**src/rtl/imem_pkg.sv**
```systemverilog
// Shared instruction-memory parameters and the loader FSM encoding.
// The read side of the instruction memory uses the same ADDR_W.
package imem_pkg;
  localparam int ADDR_W    = 10;
  localparam int MAX_WORDS = 1024;

  typedef enum logic [2:0] {
    ST_IDLE,
    ST_LEN_LO,
    ST_LEN_HI,
    ST_DATA,
    ST_CSUM,
    ST_DONE,
    ST_ERR
  } state_t;
endpackage

```
**src/rtl/imem_loader_if.sv**
```systemverilog
// Byte-stream input, instruction-memory write port and load status.
// master = loader side, slave = byte source / memory / CPU side.
interface imem_loader_if;
  import imem_pkg::*;

  logic              start;
  logic              byte_vld;
  logic [7:0]        byte_dat;
  logic              wr_en;
  logic [ADDR_W-1:0] wr_addr;
  logic [31:0]       wr_dat;
  logic              cpu_hold;
  logic              done;
  logic              error;

  modport master (
    input  start, byte_vld, byte_dat,
    output wr_en, wr_addr, wr_dat, cpu_hold, done, error
  );

  modport slave (
    output start, byte_vld, byte_dat,
    input  wr_en, wr_addr, wr_dat, cpu_hold, done, error
  );
endinterface

```
**src/rtl/imem_loader_packer.sv**
```systemverilog
// Packs little-endian bytes into 32-bit words and XORs them into a checksum.
// word_next/word_ready are combinational on the lane-3 byte; no backpressure.
module byte_word_packer (
  input  logic        clk,
  input  logic        rst_n,
  input  logic        clr,
  input  logic        en,
  input  logic [7:0]  byte_dat,
  output logic [31:0] word_next,
  output logic        word_ready,
  output logic [7:0]  csum
);
  logic [1:0]  lane_cnt;
  logic [31:0] word_q;

  // Shifting in from the top leaves byte 0 in bits 7:0 after four bytes.
  assign word_next  = {byte_dat, word_q[31:8]};
  assign word_ready = en && (lane_cnt == 2'd3);

  always_ff @(posedge clk or negedge rst_n) begin
    if (!rst_n) begin
      lane_cnt <= 2'd0;
      word_q   <= 32'd0;
      csum     <= 8'd0;
    end else if (clr) begin
      lane_cnt <= 2'd0;
      word_q   <= 32'd0;
      csum     <= 8'd0;
    end else if (en) begin
      lane_cnt <= lane_cnt + 2'd1;
      word_q   <= word_next;
      csum     <= csum ^ byte_dat;
    end
  end
endmodule

```
**src/rtl/imem_loader.sv**
```systemverilog
// Loads a framed byte-stream program image into instruction memory, holding the CPU in reset.
// Registered outputs, one write per 4 accepted payload bytes; input is never backpressured.
module imem_loader
  import imem_pkg::*;
(
  input  logic           clk,
  input  logic           rst_n,
  imem_loader_if.master  bus
);
  state_t            state, state_nxt;
  logic [7:0]        len_lo;
  logic [15:0]       len_full;
  logic [15:0]       rem;
  logic [ADDR_W-1:0] addr;

  logic        start_load, len_ld, rem_ld, wr_fire, go_done, go_err;
  logic        pack_clr, pack_en;
  logic [31:0] word_next;
  logic        word_ready;
  logic [7:0]  csum_acc;

  assign len_full = {bus.byte_dat, len_lo};

  byte_word_packer u_packer (
    .clk        (clk),
    .rst_n      (rst_n),
    .clr        (pack_clr),
    .en         (pack_en),
    .byte_dat   (bus.byte_dat),
    .word_next  (word_next),
    .word_ready (word_ready),
    .csum       (csum_acc)
  );

  always_ff @(posedge clk or negedge rst_n) begin
    if (!rst_n) state <= ST_IDLE;
    else        state <= state_nxt;
  end

  always_comb begin
    state_nxt  = state;
    start_load = 1'b0;
    pack_clr   = 1'b0;
    pack_en    = 1'b0;
    len_ld     = 1'b0;
    rem_ld     = 1'b0;
    wr_fire    = 1'b0;
    go_done    = 1'b0;
    go_err     = 1'b0;
    case (state)
      ST_IDLE, ST_DONE, ST_ERR: begin
        // Bytes arriving here, including alongside start, are discarded.
        if (bus.start) begin
          start_load = 1'b1;
          pack_clr   = 1'b1;
          state_nxt  = ST_LEN_LO;
        end
      end
      ST_LEN_LO: begin
        if (bus.byte_vld) begin
          len_ld    = 1'b1;
          state_nxt = ST_LEN_HI;
        end
      end
      ST_LEN_HI: begin
        if (bus.byte_vld) begin
          if (len_full == 16'd0 || len_full > 16'(MAX_WORDS)) begin
            go_err    = 1'b1;
            state_nxt = ST_ERR;
          end else begin
            rem_ld    = 1'b1;
            state_nxt = ST_DATA;
          end
        end
      end
      ST_DATA: begin
        if (bus.byte_vld) begin
          pack_en = 1'b1;
          if (word_ready) begin
            wr_fire = 1'b1;
            if (rem == 16'd1) state_nxt = ST_CSUM;
          end
        end
      end
      ST_CSUM: begin
        if (bus.byte_vld) begin
          if (bus.byte_dat == csum_acc) begin
            go_done   = 1'b1;
            state_nxt = ST_DONE;
          end else begin
            go_err    = 1'b1;
            state_nxt = ST_ERR;
          end
        end
      end
      default: state_nxt = ST_IDLE;
    endcase
  end

  always_ff @(posedge clk or negedge rst_n) begin
    if (!rst_n) begin
      len_lo       <= 8'd0;
      rem          <= 16'd0;
      addr         <= '0;
      bus.wr_en    <= 1'b0;
      bus.wr_addr  <= '0;
      bus.wr_dat   <= 32'd0;
      bus.cpu_hold <= 1'b0;
      bus.done     <= 1'b0;
      bus.error    <= 1'b0;
    end else begin
      bus.wr_en <= wr_fire;
      if (len_ld) len_lo <= bus.byte_dat;
      if (rem_ld)       rem <= len_full;
      else if (wr_fire) rem <= rem - 16'd1;
      // wr_addr is only updated on a write so it holds the last address.
      if (wr_fire) begin
        bus.wr_addr <= addr;
        bus.wr_dat  <= word_next;
        addr        <= addr + ADDR_W'(1);
      end
      if (start_load) begin
        addr         <= '0;
        bus.cpu_hold <= 1'b1;
        bus.done     <= 1'b0;
        bus.error    <= 1'b0;
      end
      if (go_done) begin
        bus.done     <= 1'b1;
        bus.cpu_hold <= 1'b0;
      end
      if (go_err) begin
        bus.error    <= 1'b1;
        bus.cpu_hold <= 1'b0;
      end
    end
  end
endmodule

```
**src/flat_wrapper.sv**
```systemverilog
// flat-port wrapper written by rule: the top's interface ports become plain ports
module imem_loader_flat import imem_pkg::*;
  (clk, rst_n, bus_start, bus_byte_vld, bus_byte_dat, bus_wr_en, bus_wr_addr, bus_wr_dat, bus_cpu_hold, bus_done, bus_error);
  imem_loader_if bus_i ();
  input  logic clk;
  input  logic rst_n;
  input wire logic [$bits(bus_i.start)-1:0] bus_start;
  input wire logic [$bits(bus_i.byte_vld)-1:0] bus_byte_vld;
  input wire logic [$bits(bus_i.byte_dat)-1:0] bus_byte_dat;
  output wire logic [$bits(bus_i.wr_en)-1:0] bus_wr_en;
  output wire logic [$bits(bus_i.wr_addr)-1:0] bus_wr_addr;
  output wire logic [$bits(bus_i.wr_dat)-1:0] bus_wr_dat;
  output wire logic [$bits(bus_i.cpu_hold)-1:0] bus_cpu_hold;
  output wire logic [$bits(bus_i.done)-1:0] bus_done;
  output wire logic [$bits(bus_i.error)-1:0] bus_error;
  assign bus_i.start = bus_start;
  assign bus_i.byte_vld = bus_byte_vld;
  assign bus_i.byte_dat = bus_byte_dat;
  assign bus_wr_en = bus_i.wr_en;
  assign bus_wr_addr = bus_i.wr_addr;
  assign bus_wr_dat = bus_i.wr_dat;
  assign bus_cpu_hold = bus_i.cpu_hold;
  assign bus_done = bus_i.done;
  assign bus_error = bus_i.error;
  imem_loader u_core (.clk(clk), .rst_n(rst_n), .bus(bus_i));
endmodule
```
**config.mk**
```make
export PLATFORM = sky130hd
export DESIGN_NAME = imem_loader_flat
export DESIGN_NICKNAME = d
export VERILOG_FILES = /design/src/rtl/imem_pkg.sv /design/src/rtl/imem_loader_if.sv /design/src/rtl/imem_loader_packer.sv /design/src/rtl/imem_loader.sv /design/src/flat_wrapper.sv
export SDC_FILE = /design/constraint.sdc
export NUM_CORES = 1
export LEC_CHECK = 0
export ABC_AREA = 1
export CORE_AREA = 3 3 107 109
export CTS_CLUSTER_DIAMETER = 100
export DETAILED_ROUTE_END_ITERATION = 8
export DIE_AREA = 0 0 110 112
export GPL_TIMING_DRIVEN = 0
export PLACE_DENSITY = 0.72
export SYNTH_ARGS = -nofsm -noshare
export SYNTH_HDL_FRONTEND = slang
export SYNTH_SLANG_ARGS = --single-unit
export TNS_END_PERCENT = 50
```
**constraint.sdc**
```tcl
create_clock -name clk -period 1.7 [get_ports clk]
set_input_delay 0.425 -clock clk [delete_from_list [all_inputs] [get_ports clk]]
set_output_delay 0.425 -clock clk [all_outputs]
set_load 0.05 [all_outputs]
```
==> results of run 1 <==
## power by group
part / internal (W) / leakage, nW / switching (W)
registers: 0.00322 / 1.60 / 0.000401
clock network: 0.00214 / 0.274 / 0.00121
logic: 0.000940 / 1.83 / 0.00158
total: 0.00631 / 3.71 / 0.00319
## cells in the final DEF (no fill, tap or decap), types with 6 or more instances in the layout
master,netlist,layout
xor2_1,9,9
nand2_1,179,177
buf_4,4,12
nand2_2,6,8
a21oi_1,16,15
buf_2,9,37
inv_1,74,74
buf_6,6,8
xnor2_1,8,8
clkdlybuf4s15_2,0,15
a22oi_1,24,22
nor2_1,45,39
nand3_1,45,42
nor2_2,3,7
dlymetal6s2s_1,0,7
dfrtp_1,117,114
clkinv_2,0,6
o21ai_0,42,42
clkbuf_16,0,16
## cell type report
class | count | area [µm²]
clock inverter | 10 | 105.1
inverter | 79 | 299.0
multi-input combinational | 406 | 2073
clock buffer | 22 | 452.9
buffer | 23 | 172.7
fill | 918 | 3923
tap | 140 | 175.2
sequential | 117 | 2932
timing repair buffer | 68 | 565.5
## state kept, by name (all words and copies together), names as in the netlist, 2 cells and up
signal and count:
u_core.bus.wr_dat 32, u_core.u_packer.word_q 24, u_core.rem 16, u_core.addr 10, u_core.bus.wr_addr 10, u_core.len_lo 8, u_core.u_packer.csum 8, u_core.state 3
u_core.u_packer.lane_cnt 2
## worst min path at each step
| stage | slack [ps] | depth (start not counted) | to | startpoint |
|---|---|---|---|---|
| 5_1_grt | 340 | 3 | u_core.rem[8] | bus_byte_dat[0] |
| 3_5_place_dp | 360 | 1 | u_core.rem[11] | rst_n |
| 3_3_place_gp | 460 | 2 | u_core.bus.wr_dat[2] | u_core.u_packer.word_q[10] |
| 2_1_floorplan | 130 | 0 | u_core.addr[0] | rst_n |
| 4_1_cts | 390 | 2 | u_core.rem[11] | rst_n |
| 6_report | 340 | 3 | u_core.rem[8] | bus_byte_dat[0] |
## stage by stage
step | std cells | cell area [µm²] | hold slack [ps]
after floorplan | 625 | 5386 | 129.4
after global routing | 865 | 6775 | 341.4
final | 865 | 6775 | 336.1
after CTS | 857 | 6780 | 387.2
after global placement | 822 | 6132 | 463.7
after detailed placement | 823 | 6161 | 358.8
## timing repair
action / in CTS / in global routing
buffers inserted: 1 / 8
endpoints found under the hold margin: 37 / 0
hold buffers: 1 / 0
pin swaps: 0 / 3
setup endpoints to repair: 82 / 115
gates resized for setup: 147 / 88
## logic make-up after synthesis
group	Yosys count	synth area share
XOR/XNOR	17	0.02764
flip-flops	117	0.5436
AND/OR/NAND/NOR	295	0.2376
adder cells (fa/ha/maj)	4	0.009292
AO/OA/AOI/OAI	90	0.09756
buffers and inverters	102	0.08432
## layer usage
layer	vias to the layer above	global-route usage
met5	-	0
met4	0	0.07648
met3	23	0.04696
met2	116	0.3483
met1	2164	0.3060
li1	2163	-
==> qor.csv, run 1 <==
stage;metric;value;unit
run_status;status;completed;
logic_synthesis;Avg Synthesized Cell Area;8.618;µm²
clock_tree;clk sinks;117;
clock_tree;CTS tree;built;
logic_synthesis;area leader, netlist;dfrtp_1;
global_routing;GR Util All Layers;0.2221;
logic_synthesis;EDFF count, synth;0;
setup_path;reg-to-reg setup timing slack;80;ps
logic_synthesis;Syn Nets;641;
logic_synthesis;top cells by area, synth;dfrtp_1, nand2_1, inv_1;
drt;DRC;0;
placed_design;# port buffers;57;
worst_hold_path;worst hold-check path type;primary input to flop;
global_routing;grt total ovfl;0;
timing;Setup Viol. Count Final;0;
setup_path;CP required;1270;ps
drt;WL final;12790;µm
timing;FMAX;601.3;MHz
setup_path;Reg2Reg Launch Point;u_core.state[2];
job;Max Cap Viol;0;
floorplanning;die height;112;µm
placed_design;RD Place Congestion;0.8727;
setup_path;Worst Setup EP;bus_wr_addr[0];
placed_design;DP HPWL;8487;µm
final_layout;Final Net Count;728;
pwr;P_leak;3.711;nW
logic_synthesis;mapped cell area;5386;µm²
setup_path;worst path cell trace;clkdlybuf4s18_2;
clock_tree;H-tree depth;4;
timing;Final Hold Viols;0;
timing;Setup WS post-layout;36.89;ps
setup_path;worst reg2reg endpoint;u_core.state[1];
drt;routed len/inst;14.78;µm
drt;DRT met1 WL;5738;µm
setup_path;Worst setup EP type;output pin;
logic_synthesis;register area share after synthesis;0.5436;
floorplanning;total core area;10700;µm²
setup_path;crit-path max FO;2;
timing;TNS Setup;0;ps
drt;Antenna Nets Post-Route;0;
timing;Setup Skew;5.472;ps
setup_path;WP buf/inv;1;
floorplanning;die area;12320;µm²
final_layout;area delta synth->final;25.78;%
drt;met2 WL;6225;µm
global_routing;vias in the first global route;4379;
clock_tree;Clock Path Buffers;2;
global_routing;initial antenna violation count;0;
logic_synthesis;Post-synth top cells;nand2_1, dfrtp_1, inv_1, nand3_1, nor2_1;
pwr;Pwr Total;0.009499;W
timing;measured slew at the worst slew-check pin;537.2;ps
clock_tree;Clock Tree Root;clkbuf_8;
pwr;Peak VDD IR;0.0007923;V
clock_tree;clk_lat worst skew;510;ps
placed_design;Post-Place Setup Slack;-727.2;ps
floorplanning;Initial Util;0.5035;
floorplanning;Die X;110;µm
setup_path;R2R cell count;11;
drt;Iteration-0 DRC Markers;370;
logic_synthesis;yosys warns;0;
global_routing;global-route wire length before repair;21250;µm
setup_path;crit start category;flop;
setup_path;CP top delay family;flip-flops;
final_layout;n_diodes;0;
drt;Vias per Instance;5.163;
drt;WL met3;589;µm
logic_synthesis;FFs w/ async S/R, synth;1.000;
floorplanning;row count;38;
timing;Tmin final;1663;ps
setup_path;Setup Crit Path Kind;flop to output pin;
drt;uppermost routed layer;met4;
logic_synthesis;top-count cell post-synth;nand2_1;
setup_path;Worst EP arrival;1240;ps
drt;iteration count of the initial detailed-routing pass;4;
logic_synthesis;Cells after Synth;625;
setup_path;cell count along the critical path;1;
setup_path;CP startpoint;u_core.bus.wr_addr[0];
clock_tree;total CTS buffers;17;
setup_path;slowest CP cell;dfrtp_1;
setup_path;max incr delay on CP;380;ps
final_layout;final design utilization;0.6333;
pwr;pwr dens;1402;nW/µm²
logic_synthesis;Yosys reg bits;117;
floorplanning;I/O pin count;58;
drt;via count;4466;
timing;part of the cycle the worst path needs;0.9783;
final_layout;layout cells sized above 1;0.2041;
clock_tree;clock-pin slew on the worst setup and hold paths;60;ps
logic_synthesis;share of the synthesized area in the top cell type;0.5436;
timing;Slew Limit Headroom;0.6419;
logic_synthesis;Yosys cell types;34;
timing;fin. max-slew vios;0;
logic_synthesis;ys flop type;dfrtp_1;
global_routing;largest net degree at the start of global routing;81;
Note: power is estimated with default switching activity, not from simulation.
==> inputs of run 2 (changes only) <==
- ABC_AREA: 1 -> 0
- CORE_AREA: 3 3 107 109 -> 3 3 105 107
- DIE_AREA: 0 0 110 112 -> 0 0 108 110
- PLACE_DENSITY: 0.72 -> 0.73
==> qor.csv, run 2 <==
stage;metric;value;unit;change
run_status;status;finished, violations left;;was completed
run_status;violated checks;negative setup slack;;
placed_design;# port buffers;57;;unchanged
placed_design;RD Place Congestion;0.8762;;was 0.8727
clock_tree;clock-pin slew on the worst setup and hold paths;60;ps;about the same
pwr;Peak VDD IR;0.001466;V;was 0.0007923 V
final_layout;FF+latch area;2935;µm²;was 2932 µm²
setup_path;Reg2Reg Launch Point;u_core.rem[4];;was u_core.state[2]
global_routing;vias in the first global route;4537;;was 4379
logic_synthesis;register area share after synthesis;0.5634;;was 0.5436
timing;measured slew at the worst slew-check pin;538.4;ps;was 537.2 ps
drt;Vias per Instance;5.524;;was 5.163
timing;WHS;329.0;ps;was 336.1 ps
logic_synthesis;Syn Nets;576;;was 641
logic_synthesis;EDFF count, synth;0;;unchanged
final_layout;commonest cells after routing, fill and taps aside;nand2_1, dfrtp_1, clkdlybuf4s15_2, a21oi_1, buf_4;;was nand2_1, dfrtp_1, inv_1, o21ai_0, nand3_1
setup_path;worst reg2reg endpoint;u_core.state[0];;was u_core.state[1]
floorplanning;die height;110;µm;was 112 µm
global_routing;GR Util All Layers;0.2399;;was 0.2221
final_layout;Layout fillers;688;;was 918
logic_synthesis;area share of fa/ha/maj cells after synthesis;0.009632;;was 0.009292
logic_synthesis;mapped cell area;5196;µm²;was 5386 µm²
logic_synthesis;Yosys cell types;49;;was 34
global_routing;global-route wire length before repair;22100;µm;was 21250 µm
timing;Setup WS post-layout;-166.1;ps;was 36.89 ps
timing;Final Hold Viols;0;;unchanged
setup_path;Worst Setup EP;u_core.state[0];;was bus_wr_addr[0]
final_layout;layout cells sized above 1;0.3261;;was 0.2041
setup_path;CP startpoint;u_core.rem[4];;was u_core.bus.wr_addr[0]
clock_tree;clk_lat worst skew;510;ps;about the same
final_layout;Biggest register;u_core.bus.wr_dat;;unchanged
final_layout;Final Net Count;691;;was 728
drt;DRC;0;;unchanged
timing;Setup Skew;6.406;ps;was 5.472 ps
clock_tree;CTS tree;built;;unchanged
floorplanning;die area;11880;µm²;was 12320 µm²
logic_synthesis;Cells after Synth;560;;was 625
logic_synthesis;yosys warns;0;;unchanged
logic_synthesis;FFs w/ async S/R, synth;1.000;;unchanged
timing;Setup Viol. Count Final;57;;was 0
logic_synthesis;largest family of logic cells by synthesized area;simple AND/OR/NAND/NOR gates;;unchanged
drt;Iteration-0 DRC Markers;266;;was 370
pwr;switching power;0.003402;W;was 0.003193 W
logic_synthesis;area leader, netlist;dfrtp_1;;unchanged
pwr;Clk pwr share;0.355;;was 0.353
floorplanning;total core area;10230;µm²;was 10700 µm²
logic_synthesis;Compound-Gate Fraction of Synth Area;0.08404;;was 0.09756
drt;Antenna Nets Post-Route;0;;unchanged
setup_path;Worst setup EP type;flop;;was output pin
floorplanning;I/O pin count;58;;unchanged
timing;RSZ-0062 raised after global routing;true;;
clock_tree;total CTS buffers;17;;unchanged
worst_hold_path;worst hold-check path type;primary input to asynchronous set/reset pin;;was primary input to flop
pwr;Sequential Power Share;0.368;;was 0.381
setup_path;crit-path max FO;4;;was 2
setup_path;reg-to-reg setup timing slack;-170;ps;was 80 ps
floorplanning;row count;37;;was 38
final_layout;commonest non-fill, non-tap cell in the layout;nand2_1;;unchanged
global_routing;largest net degree at the start of global routing;96;;was 81
logic_synthesis;mux contribution to synthesized area;0.01926;;was 0
drt;via count;4546;;was 4466
logic_synthesis;simple-gate share of the synthesized area;0.2396;;was 0.2376
setup_path;CP required;2080;ps;was 1270 ps
final_layout;n_diodes;0;;unchanged
timing;FMAX;535.9;MHz;was 601.3 MHz
timing;part of the cycle the worst path needs;1.098;;was 0.9783
setup_path;Worst EP arrival;2240;ps;was 1240 ps
timing;fin. max-slew vios;0;;unchanged
placed_design;Post-Place Setup Slack;-954.7;ps;was -727.2 ps
logic_synthesis;Avg Synthesized Cell Area;9.279;µm²;was 8.618 µm²
drt;WL final;14320;µm;was 12790 µm
final_layout;Largest regs;u_core.bus.wr_dat x32, u_core.u_packer.word_q x24, u_core.rem x16;;unchanged
setup_path;crit start category;flop;;unchanged
clock_tree;Clock Path Buffers;2;;unchanged
clock_tree;Clock Tree Root;clkbuf_8;;unchanged
logic_synthesis;top-count cell post-synth;nand2_1;;unchanged
final_layout;area of the multi-input gates;2457;µm²;was 2073 µm²
logic_synthesis;top cells by area, synth;dfrtp_1, nand2_1, a21oi_1;;was dfrtp_1, nand2_1, inv_1
logic_synthesis;Post-synth top cells;nand2_1, dfrtp_1, a21oi_1, nor2_1, xor2_1;;was nand2_1, dfrtp_1, inv_1, nand3_1, nor2_1
floorplanning;Initial Util;0.5079;;was 0.5035
global_routing;grt total ovfl;0;;unchanged
setup_path;Setup Crit Path Kind;flop to flop;;was flop to output pin
clock_tree;H-tree depth;4;;unchanged
logic_synthesis;Yosys reg bits;117;;unchanged
logic_synthesis;Post-Synth XOR/XNOR Area;0.05057;;was 0.02764
floorplanning;Die X;108;µm;was 110 µm
pwr;Pwr Total;0.01009;W;was 0.009499 W
final_layout;max FFs per register;32;;unchanged
clock_tree;clk sinks;117;;unchanged
pwr;Int Power;0.006683;W;was 0.006306 W
timing;Slew Limit Headroom;0.6360;;was 0.6419
job;Max Cap Viol;0;;unchanged
logic_synthesis;ys flop type;dfrtp_1;;unchanged
timing;Tmin final;1866;ps;was 1663 ps
pwr;Sw Share;0.3374;;was 0.3362
pwr;pwr dens;1346;nW/µm²;was 1402 nW/µm²
drt;routed len/inst;17.39;µm;was 14.78 µm
placed_design;DP HPWL;8314;µm;was 8487 µm
global_routing;initial antenna violation count;0;;unchanged
setup_path;R2R cell count;5;;was 11
pwr;Comb power frac;0.277;;was 0.265
logic_synthesis;share of the synthesized area in the top cell type;0.5634;;was 0.5436
pwr;P_leak;3.533;nW;was 3.711 nW
drt;iteration count of the initial detailed-routing pass;5;;was 4
final_layout;area delta synth->final;44.16;%;was 25.78%
## run 2: cell types whose count changed after synthesis, sizes merged, moves of 5 or more
cell / previous run / this run
clkbuf: 2 / 7
a22oi: 25 / 1
nand3: 46 / 14
nor2: 52 / 36
mux2: 0 / 8
and3: 0 / 5
a21oi: 16 / 45
o21ai: 47 / 13
nor4: 1 / 6
nor3: 5 / 11
inv: 79 / 11
xor2: 9 / 22
## run 2: power groups by stage
stage	sequential (W)	clock, W	combinational, W
6_report	0.00372	0.00358	0.00279
4_1_cts	0.00365	0.00358	0.00230
5_1_grt	0.00376	0.00373	0.00304
3_3_place_gp	0.00363	0	0.00185
2_1_floorplan	0.00367	0	0.00128
3_5_place_dp	0.00365	0	0.00193
## run 2: through the flow
step / cells / cell area, µm² / utilization / TNS, ps
after global placement: 753 / 5957 / 0.5822 / -559850
after detailed placement: 754 / 5986 / 0.5851 / -74820
after floorplan: 560 / 5216 / - / -100.1
final: 823 / 7491 / 0.7322 / -2247
after global routing: 823 / 7491 / 0.7322 / -7782
after CTS: 798 / 6927 / 0.6770 / -757.4
## run 2: timing repair
action                                 in CTS  in global routing
cloned                                      0                  5
setup endpoints to repair                 156                138
gates resized for setup                   209                105
pin swaps                                  14                 27
endpoints found under the hold margin      22                  0
setup buffers                              14                 20
hold buffers                                1                  0
## run 2: kinds of logic after synthesis
family / after synthesis
buf+inv: 41
simple gates: 282
fa+ha+maj: 4
mux: 9
compound gates: 77
xor+xnor: 30
flops: 117
## run 2: worst min-delay path by stage
stage	start	to	slack (ps)	depth (start not counted)
after floorplan	rst_n	u_core.addr[0]	130	0
after global placement	u_core.u_packer.word_q[10]	u_core.bus.wr_dat[2]	450	2
after detailed placement	rst_n	u_core.bus.wr_addr[5]	290	1
after CTS	rst_n	u_core.bus.wr_addr[5]	320	2
after global routing	rst_n	u_core.bus.wr_addr[4]	330	2
final	rst_n	u_core.bus.wr_addr[5]	330	2
## run 2: critical path: stages, from the launching register on
cell and delay [ps]:
dfrtp_2 410, or4_4 580, nor3_4 290, a31oi_4 180
o21ai_2 180, o31ai_2 90
## run 2: metal layers
layer,vias up,track usage,part of all wire
li1,2104,-,-
met1,2273,0.3011,0.40
met2,149,0.4161,0.53
met3,20,0.05882,0.051
met4,0,0.06853,0.013
met5,-,0,0
## run 2: final cells by class
cell class	instances	area share
multi-input combinational	402	0.3280
tap	136	0.02272
clock inverter	14	0.02389
sequential	117	0.3918
buffer	28	0.03641
clock buffer	17	0.05529
timing repair buffer	98	0.1353
inverter	11	0.006514
==> variant: new RTL, settings of run 2 <==
Re-encode `state_t` (7 states) as one-hot, 7 bits wide.
--- a/src/rtl/imem_pkg.sv
+++ b/src/rtl/imem_pkg.sv
@@ -5,12 +5,12 @@
   localparam int MAX_WORDS = 1024;
 
-  typedef enum logic [2:0] {
-    ST_IDLE,
-    ST_LEN_LO,
-    ST_LEN_HI,
-    ST_DATA,
-    ST_CSUM,
-    ST_DONE,
-    ST_ERR
+  typedef enum logic [6:0] {
+    ST_IDLE   = 7'b0000001,
+    ST_LEN_LO = 7'b0000010,
+    ST_LEN_HI = 7'b0000100,
+    ST_DATA   = 7'b0001000,
+    ST_CSUM   = 7'b0010000,
+    ST_DONE   = 7'b0100000,
+    ST_ERR    = 7'b1000000
   } state_t;
 endpackage
Behaviour: no difference found for any inputs over 10 cycles, from zero or initial values and one cycle with rst_n low; not proved beyond that.
==> variant against run 2 <==
- the flow still finishes with violations (negative setup slack)
- count of clock-buffer cells in the layout stayed put
- sequential cell count rose by 4
- total power is 12% lower
- synthesized area rose by 4.0%
- setup slack got worse by 270 ps
- cell area grew 9.9%
- hold slack got worse by 110 ps
- utilization is 7.3 points higher
- combinational power fell by 41%
- sequential share of layout area shrank 2.3 points
- sequential power is 12% lower
- wire length rose by 25%
- largest power group is now clock
==> variant: results (changes against run 2) <==
Min path:
- The worst hold path belongs to the class input pin to flip-flop.

Detailed routing:
- The number of iterations in the first detailed-routing pass came to 6 (+1).
- The routed metal-1 wirelength is 6850 um (+18%).
- The mean routed wirelength per cell is 20.7 um (+19%).
- The starting DRC count in detailed routing is 437 (+64%).

Run status:
- The final reports fail on negative setup slack.
- The run finished, with violations left.

Worst setup path:
- The endpoint of the worst setup timing path is u_core.state[5].
- The startpoint of the worst-slack reg-to-reg timing path is u_core.state[5].
- The beginning of the critical path is u_core.state[5].
- The largest stage delay on the critical path is 480 ps (-100 ps).
- The arrival time reported for the critical path endpoint is 2560 ps (+320 ps).
- The top fanout value on the critical path came to 5 (+1).

Global routing:
- The global-route wire length before repair is 23500 um (+6.3%).

Placement:
- The pre-CTS worst setup slack is -1080 ps (-122 ps).
- The placed cell area was 6250 um2 (+4.3%).
- The total instance count after detailed placement came to 772 (+2.4%).
- The placed wire-length estimate after detailed placement was 8750 um (+5.2%).

STA:
- The final clock skew was 6.42 ps (+0.0147 ps).
- The final worst setup slack was -434 ps (-268 ps).
- The final number of setup-violating endpoints was 119 (+110%).
- The final setup TNS was -19010 ps (-16760 ps).
- The final hold slack came to 220 ps (-109 ps).

Logic synthesis:
- The part of the Yosys area used for sequential elements is 56.1% (-0.28 points).
- By count the netlist is led by sky130_fd_sc_hd__nand2_1, sky130_fd_sc_hd__dfrtp_1, sky130_fd_sc_hd__a21oi_1.

Finish:
- The final net count is 734 (+6.2%).
- The share of cells above drive strength 1 is 39.9% (+7.3 points).

Power and ir drop:
- The static power due to leakage is 3.97 nW (+12%).
-- variant: layout make-up --
type / instances / area [um2] / share of cell area, %
Clock buffer: 17 / 414 / 5.03
Multi-Input combinational cell: 419 / 2830 / 34.3
Clock inverter: 14 / 223 / 2.70
Sequential cell: 121 / 3040 / 36.9
Tap cell: 136 / 170 / 2.07
Inverter: 11 / 41.3 / 0.501
Timing Repair Buffer: 123 / 1230 / 14.9
Buffer: 25 / 295 / 3.59
-- variant: metal layers --
layer	vias to the layer above	GRT usage, %
met5	-	0
met4	0	9.65
met3	86	4.60
met2	328	43.5
met1	2522	33.0
li1	2231	-
-- variant: kinds of logic after synthesis --
group | after synthesis | share of synthesized area, %
AO/OA/AOI/OAI | 85 | 9.77
XOR/XNOR | 27 | 4.38
adder cells (fa/ha/maj) | 4 | 0.926
buffers and inverters | 38 | 3.22
flip-flops | 121 | 56.1
multiplexers | 8 | 1.64
AND/OR/NAND/NOR | 295 | 24.0
-- variant: repair_timing --
action	CTS	global route
resized for setup	228	175
hold buffers	1	0
setup endpoints to repair	166	133
pin swaps	21	57
buffers inserted	23	37
hold endpoints to repair	56	0
cloned	1	4
-- variant: worst register-to-register path, stage by stage, from the launching register on --
cell and delay, ps:
sky130_fd_sc_hd__dfrtp_2 480, sky130_fd_sc_hd__nor4b_4 350, sky130_fd_sc_hd__buf_4 210, sky130_fd_sc_hd__nand4_1 210, sky130_fd_sc_hd__o311ai_4 380, sky130_fd_sc_hd__nand2b_1 160, sky130_fd_sc_hd__a21bo_2 230
-- variant: power groups by stage --
stage	Clock (mW)	Sequential, mW	Combinational (mW)
CTS	3.90	3.23	1.06
global route	4.07	3.29	1.72
global placement	0	3.25	0.859
detailed placement	0	3.25	0.904
finish	3.94	3.28	1.66
floorplan	0	3.27	0.529
